--- config.mk ---
export PLATFORM = sky130hd
export DESIGN_NAME = dio_router
export DESIGN_NICKNAME = d
export VERILOG_FILES = /design/src/rtl/dio_pkg.sv /design/src/rtl/dio_fifo.sv /design/src/rtl/dio_router.sv
export SDC_FILE = /design/constraint.sdc
export NUM_CORES = 1
export LEC_CHECK = 0
export CAP_MARGIN = 25
export CORE_MARGIN = 2
export CORE_UTILIZATION = 62
export DETAILED_ROUTE_END_ITERATION = 10
export GPL_TIMING_DRIVEN = 0
export PLACE_DENSITY = 0.92
export SKIP_CTS_REPAIR_TIMING = 1
export SLEW_MARGIN = 30
export SYNTH_ARGS = -nofsm -noshare
export SYNTH_HDL_FRONTEND = slang
export SYNTH_SLANG_ARGS = --single-unit
--- constraint.sdc ---
create_clock -name clock -period 19.1 [get_ports clock]
set_input_delay 4.775 -clock clock [delete_from_list [all_inputs] [get_ports clock]]
set_output_delay 4.775 -clock clock [all_outputs]
set_load 0.02 [all_outputs]
--- src/rtl/dio_pkg.sv ---
// Shared definitions for the download router: FSM state encoding and the
// width helper used for channel tags.
package dio_pkg;

    typedef enum logic [2:0] {
        IDLE  = 3'd0,
        SKIP  = 3'd1,
        LOAD  = 3'd2,
        DRAIN = 3'd3,
        DONE  = 3'd4
    } dioState;

    // Width of a channel tag; a single channel still needs one bit.
    function automatic int chanWidth(input int n);
        return (n > 1) ? $clog2(n) : 1;
    endfunction

endpackage

--- src/rtl/dio_fifo.sv ---
// Synchronous FIFO with a combinational head view. Pointers carry one extra
// wrap bit so full and empty are distinguishable. Pushes into a full FIFO
// and pops from an empty one are ignored.
module dio_fifo #(
    parameter int DEPTH = 8,
    parameter int W     = 8
) (
    input  logic                     clock,
    input  logic                     reset,
    input  logic                     push,
    input  logic                     pop,
    input  logic [W-1:0]             wdata,
    output logic [W-1:0]             rdata,
    output logic                     full,
    output logic                     empty,
    output logic [$clog2(DEPTH):0]   count
);
    localparam int PW = $clog2(DEPTH);

    logic [W-1:0] mem [DEPTH];
    logic [PW:0]  wrPtr;
    logic [PW:0]  rdPtr;
    logic         doPush;
    logic         doPop;

    assign empty  = (wrPtr == rdPtr);
    assign full   = (wrPtr[PW] != rdPtr[PW]) && (wrPtr[PW-1:0] == rdPtr[PW-1:0]);
    assign count  = wrPtr - rdPtr;
    assign doPush = push && !full;
    assign doPop  = pop && !empty;
    assign rdata  = mem[rdPtr[PW-1:0]];

    // Storage array; no reset so it maps onto distributed/block memory.
    always_ff @(posedge clock) begin
        if (doPush) begin
            mem[wrPtr[PW-1:0]] <= wdata;
        end
    end

    // Pointer advance; reset empties the FIFO.
    always_ff @(posedge clock or negedge reset) begin
        if (!reset) begin
            wrPtr <= '0;
            rdPtr <= '0;
        end else begin
            if (doPush) wrPtr <= wrPtr + 1'b1;
            if (doPop)  rdPtr <= rdPtr + 1'b1;
        end
    end

endmodule

--- src/rtl/dio_router.sv ---
// Download router: picks a target channel from the download index, buffers
// bytes (tagged with channel and rebased address) in a FIFO that drains over
// a ready/valid memory port, and reports completion, length and overflow.
module dio_router
    import dio_pkg::*;
#(
    parameter int                        CHANNELS = 4,
    parameter int                        IDXW     = 8,
    parameter int                        AW       = 27,
    parameter int                        DEPTH    = 8,
    parameter logic [IDXW*CHANNELS-1:0]  CH_LO    = {8'd3, 8'd2, 8'd1, 8'd0},
    parameter logic [IDXW*CHANNELS-1:0]  CH_HI    = {8'd3, 8'd2, 8'd1, 8'd1},
    parameter logic [AW*CHANNELS-1:0]    CH_BASE  = '0
) (
    input  logic                              clock,
    input  logic                              reset,
    input  logic                              dioE,
    input  logic [IDXW-1:0]                   dioI,
    input  logic [AW-1:0]                     dioA,
    input  logic [7:0]                        dioD,
    input  logic                              dioW,
    output logic [CHANNELS-1:0]               chE,
    output logic                              memV,
    input  logic                              memR,
    output logic [AW-1:0]                     memA,
    output logic [7:0]                        memD,
    output logic [chanWidth(CHANNELS)-1:0]    memC,
    output logic [CHANNELS-1:0]               done,
    output logic [31:0]                       len,
    output logic                              ovf,
    input  logic                              ovfClr
);
    localparam int CW = chanWidth(CHANNELS);
    localparam int EW = CW + AW + 8;
    localparam int PW = $clog2(DEPTH);
    localparam logic [PW:0] ONE_LEFT = 1;

    dioState             stateReg, stateNext;
    logic                dioEPrev;
    logic [CW-1:0]       chReg;
    logic [31:0]         cntReg;
    logic [31:0]         lenReg;
    logic                ovfReg;

    logic [CHANNELS-1:0] hit;
    logic [CHANNELS-1:0] chSel;
    logic [AW-1:0]       baseArr [CHANNELS];
    logic                hitAny;
    logic [CW-1:0]       hitCh;
    logic [AW-1:0]       chBase;
    logic [AW-1:0]       pushAddr;

    logic                fifoPush, fifoPop, fifoFull, fifoEmpty;
    logic [PW:0]         fifoCount;
    logic [EW-1:0]       fifoHead;

    logic                dioRise, startLoad, dropByte, drainEnd;

    // Per-channel range compare, base extraction and one-hot select.
    generate
        for (genvar gi = 0; gi < CHANNELS; gi++) begin : g_chan
            assign hit[gi]     = (dioI >= CH_LO[gi*IDXW +: IDXW]) &&
                                 (dioI <= CH_HI[gi*IDXW +: IDXW]);
            assign baseArr[gi] = CH_BASE[gi*AW +: AW];
            assign chSel[gi]   = (chReg == CW'(gi));
        end
    endgenerate

    // Lowest matching channel wins; scan downward so the last hit is lowest.
    always_comb begin
        hitAny = 1'b0;
        hitCh  = '0;
        for (int i = CHANNELS - 1; i >= 0; i--) begin
            if (hit[i]) begin
                hitAny = 1'b1;
                hitCh  = CW'(i);
            end
        end
    end

    // Base address of the latched channel.
    always_comb begin
        chBase = '0;
        for (int i = 0; i < CHANNELS; i++) begin
            if (chReg == CW'(i)) chBase = baseArr[i];
        end
    end

    assign dioRise   = dioE && !dioEPrev;
    assign startLoad = (stateReg == IDLE) && dioRise && hitAny;
    assign pushAddr  = dioA + chBase;
    assign fifoPush  = (stateReg == LOAD) && dioW && !fifoFull;
    assign fifoPop   = memR;
    assign dropByte  = dioW && (((stateReg == LOAD) && fifoFull) ||
                                 (stateReg == DRAIN) || (stateReg == DONE));
    // Leave DRAIN in the cycle the last entry is accepted, so done follows it directly.
    assign drainEnd  = fifoEmpty || ((fifoCount == ONE_LEFT) && memR);

    dio_fifo #(
        .DEPTH (DEPTH),
        .W     (EW)
    ) u_fifo (
        .clock (clock),
        .reset (reset),
        .push  (fifoPush),
        .pop   (fifoPop),
        .wdata ({chReg, pushAddr, dioD}),
        .rdata (fifoHead),
        .full  (fifoFull),
        .empty (fifoEmpty),
        .count (fifoCount)
    );

    // State register.
    always_ff @(posedge clock or negedge reset) begin
        if (!reset) stateReg <= IDLE;
        else        stateReg <= stateNext;
    end

    // Next-state logic.
    always_comb begin
        stateNext = stateReg;
        case (stateReg)
            IDLE:    if (dioRise) stateNext = hitAny ? LOAD : SKIP;
            SKIP:    if (!dioE) stateNext = IDLE;
            LOAD:    if (!dioE) stateNext = DRAIN;
            DRAIN:   if (drainEnd) stateNext = DONE;
            DONE:    stateNext = IDLE;
            default: stateNext = IDLE;
        endcase
    end

    // Load bookkeeping: edge detect, channel latch, byte count, length, overflow.
    always_ff @(posedge clock or negedge reset) begin
        if (!reset) begin
            dioEPrev <= 1'b0;
            chReg    <= '0;
            cntReg   <= '0;
            lenReg   <= '0;
            ovfReg   <= 1'b0;
        end else begin
            dioEPrev <= dioE;
            if (startLoad) begin
                chReg  <= hitCh;
                cntReg <= '0;
            end else if (fifoPush) begin
                cntReg <= cntReg + 32'd1;
            end
            if ((stateReg == DRAIN) && drainEnd) lenReg <= cntReg;
            if (dropByte)    ovfReg <= 1'b1;
            else if (ovfClr) ovfReg <= 1'b0;
        end
    end

    // Outputs: channel enable, done pulse and the FIFO head on the memory port.
    always_comb begin
        chE  = ((stateReg == LOAD) || (stateReg == DRAIN)) ? chSel : '0;
        done = (stateReg == DONE) ? chSel : '0;
        memV = !fifoEmpty;
        {memC, memA, memD} = fifoEmpty ? '0 : fifoHead;
        len  = lenReg;
        ovf  = ovfReg;
    end

endmodule

==> impl_results.md <==
- Reg clk slew, reported paths: 0.07 ns
- P per Cell Area: 147.6 mW/mm^2
- Initial Utilization: 63.49%
- Sequential share of power: 37.8%
- Initial antenna violation count: 0
- Total negative slack: 0 ns
- Routed length per placed instance: 27.38 um
- Die span in x: 159.3 um
- LEAKAGE: 6.567 nW
- Post-synthesis sequential area ratio: 72.69%
- CP max FO: 10
- Req. time, crit path: 14.32 ns
- Clk buf depth: 3
- Most numerous cell in the Yosys netlist: edfxtp_1
- Area after DPL: 0.01708 sq mm
- Post-synth EDFFs: 296
- Final Setup Violations: 0
- Status: finished, final reports clean
- Clk sinks: 375
- Internal: 1.751 mW
- Final Max Tran Viols: 0
- Worst Setup End Kind: output pin
- Syn. warnings: 0
- Vias in the first global route: 9494
- DR iter-0 viols: 993
- Synth top cells by count: 296 x edfxtp_1, 100 x nand2_1, 79 x dfrtp_1, 74 x mux4_2, 46 x a21oi_1
- IO buf count: 127
- Fmax: 96.75 MHz
- Clk_skew: 0.01576 ns
- DP HPWL: 23110 um
- Critical Path Source Type: flip-flop
- Main flop type after synthesis: edfxtp_1
- Net count after synthesis: 909
- CTS buffer count: 36
- Arrival time at the worst endpoint: 5.56 ns
- Final Routed Wirelength: 38750 um
- Synth Instances: 853
- Residual DRC: 0
- Yosys cell types: 47
- Global-route wire length before repair: 58080 um
- RSZ-0062 raised after global routing: false
- Die height: 159.3 um
- Comb power frac: 37.6%
- Top cell type by total area after synthesis: edfxtp_1
- Worst-Skew Late Latency: 0.52 ns
- CTS H-tree depth: 2
- Die area: 0.02537 sq mm
- WHS: 0.5049 ns
- Row Count: 56
- Vias: 9028
- Share of the synthesized area in the top cell type: 59.47%
- Final Net Count: 1125
- GR Overflow Total: 0
- Vias/cell: 6.380
- Ant diodes: 0
- Share of synthesized registers carrying an async set or reset: 21.07%
- Fin crit share: 54.11%
- P&R area growth vs syn: 21.35%
- DRT antenna net count: 0
- Buf+Inv Stages, Crit Path: 8
- Delay-heaviest family, CP: buffers and inverters
- Design area: 0.01814 sq mm
- Maximum VDD drop: 0.00008066 V
- Maxcap violations: 0
- DR pass1 iterations: 5
- Synth top area cells: edfxtp_1 59%, dfrtp_1 13%, mux4_2 11%
- Core footprint: 0.02354 sq mm
- Most common cell on crit path: clkbuf_1
- I/O pin total: 128
- Root Driver: clkbuf_16
- Crit Path Category: flip-flop to output pin
- Min Tclk post-route: 10.34 ns
- Fill count: 1254
- CTS tree: done
- Slew @ Worst Pin: 0.9102 ns
- Flops & latches, synth: 375
- Slowest cell on crit path: buf_1
- Largest net degree at the start of global routing: 29
- Cell Area, Synth: 0.01495 sq mm
- Switching Fraction: 34.60%
- Final Hold Viols: 0
- Crit path largest cell delay: 0.60 ns
- Worst min path class: flip-flop to flip-flop
- Slew HR: 39.20%
- Overall Global Routing Usage: 30.90%
- Routability cong.: 0.7668
- Post-Syn Area per Cell: 17.52 sq um
- Layout cells sized above 1: 21.81%
- Switching power: 0.9267 mW
- Worst-path cell chain: clkbuf_1 > buf_1 > clkbuf_1 > inv_1 > ha_1 > and3_1 > buf_2 > nor2b_1 > clkbuf_1 > buf_1 > a21oi_1 > clkdlybuf4s50_1
- Clock power frac: 24.6%
routing by layer:
layer / up-vias / track usage (%) / wire length [um]
met4: 0 / 14.55 / 1726
met1: 4576 / 37.85 / 13730
li1: 3735 / - / -
met3: 116 / 5.653 / 3153
met5: - / 0 / 0
met2: 601 / 53.91 / 20130
cell usage in the layout, fill, tap and decap left out, drive strengths merged, types with 2 or more instances in the layout:
cell / n
dfrtp: 79
clkinv: 12
buf: 73
a21oi: 46
clkbuf: 69
nor4: 3
nand4: 8
nand4b: 2
o31ai: 5
nand2: 101
and4: 6
clkinvlp: 4
mux2: 34
xnor2: 7
edfxtp: 296
or4: 10
nand3: 18
inv: 17
nor2: 37
nand2b: 2
nor3: 8
and3: 4
a31oi: 2
o21ai: 3
o211ai: 3
mux4: 74
ha: 6
and2: 3
xor2: 24
a2111oi: 3
clkdlybuf4s50: 126
sequential cells by signal, indices dropped and copies added, names as in the netlist:
signal,cells
chReg,2
cntReg,32
dioEPrev,1
len,32
ovf,1
stateReg,3
u_fifo.mem,296
u_fifo.rdPtr,4
u_fifo.wrPtr,4
power groups by stage:
stage | registers [mW] | logic (mW) | clock network, mW
2_1_floorplan | 1.02 | 0.576 | 0
3_3_place_gp | 1.02 | 0.904 | 0
3_5_place_dp | 1.02 | 0.964 | 0
4_1_cts | 1.01 | 1.00 | 0.662
5_1_grt | 1.02 | 1.06 | 0.693
6_report | 1.01 | 1.01 | 0.659
through the flow:
stage	cells	setup slack, ns	total power, mW	utilization [%]
after floorplan	853	9.739	1.596	-
after global placement	1299	5.878	1.928	70.58
after detailed placement	1350	9.672	1.986	72.53
after CTS	1415	8.870	2.676	77.04
after global routing	1415	8.663	2.766	77.05
final	1415	8.764	2.678	77.05
final timing paths:
| path | from | endpoint | cells after the start | slack [ns] |
|---|---|---|---|---|
| worst max-delay path | u_fifo.rdPtr[1]$_DFFE_PN0P_ | memA[9] | 12 | 8.76 |
| worst min-delay path | len[28]$_DFFE_PN0P_ | len[28]$_DFFE_PN0P_ | 1 | 0.50 |
| worst max register to register | u_fifo.rdPtr[1]$_DFFE_PN0P_ | u_fifo.mem[2][19]$_DFFE_PP_ | 12 | 13.89 |
| worst min register to register | len[28]$_DFFE_PN0P_ | len[28]$_DFFE_PN0P_ | 1 | 0.50 |
| max in group asynchronous | reset | cntReg[8]$_DFFE_PN0P_ | 3 | 14.26 |
| min in group asynchronous | reset | len[19]$_DFFE_PN0P_ | 1 | 4.17 |
layout make-up:
type / count / area, sq um / share of cell area [%]
Sequential cell: 375 / 10870 / 59.90
Multi-Input combinational cell: 420 / 3895 / 21.47
Timing Repair Buffer: 178 / 1683 / 9.278
Clock buffer: 47 / 963.4 / 5.311
Tap cell: 319 / 399.1 / 2.200
Buffer: 43 / 178.9 / 0.9864
Clock inverter: 18 / 97.59 / 0.5380
Inverter: 15 / 56.30 / 0.3104
logic make-up (layout without fill, tap and decap cells):
| logic type | count (synthesis) | after routing | synth area share [%] |
|---|---|---|---|
| adders and majority gates | 7 | 7 | 0.6362 |
| buffers and inverters | 58 | 301 | 1.557 |
| xor gates and xnor gates | 31 | 31 | 1.867 |
| muxes | 109 | 109 | 13.80 |
| and+or+nand+nor | 208 | 208 | 6.764 |
| AOI/OAI and AO/OA | 65 | 65 | 2.679 |
| DFF | 375 | 375 | 72.69 |
No activity file was read; power rests on OpenSTA's default activity.
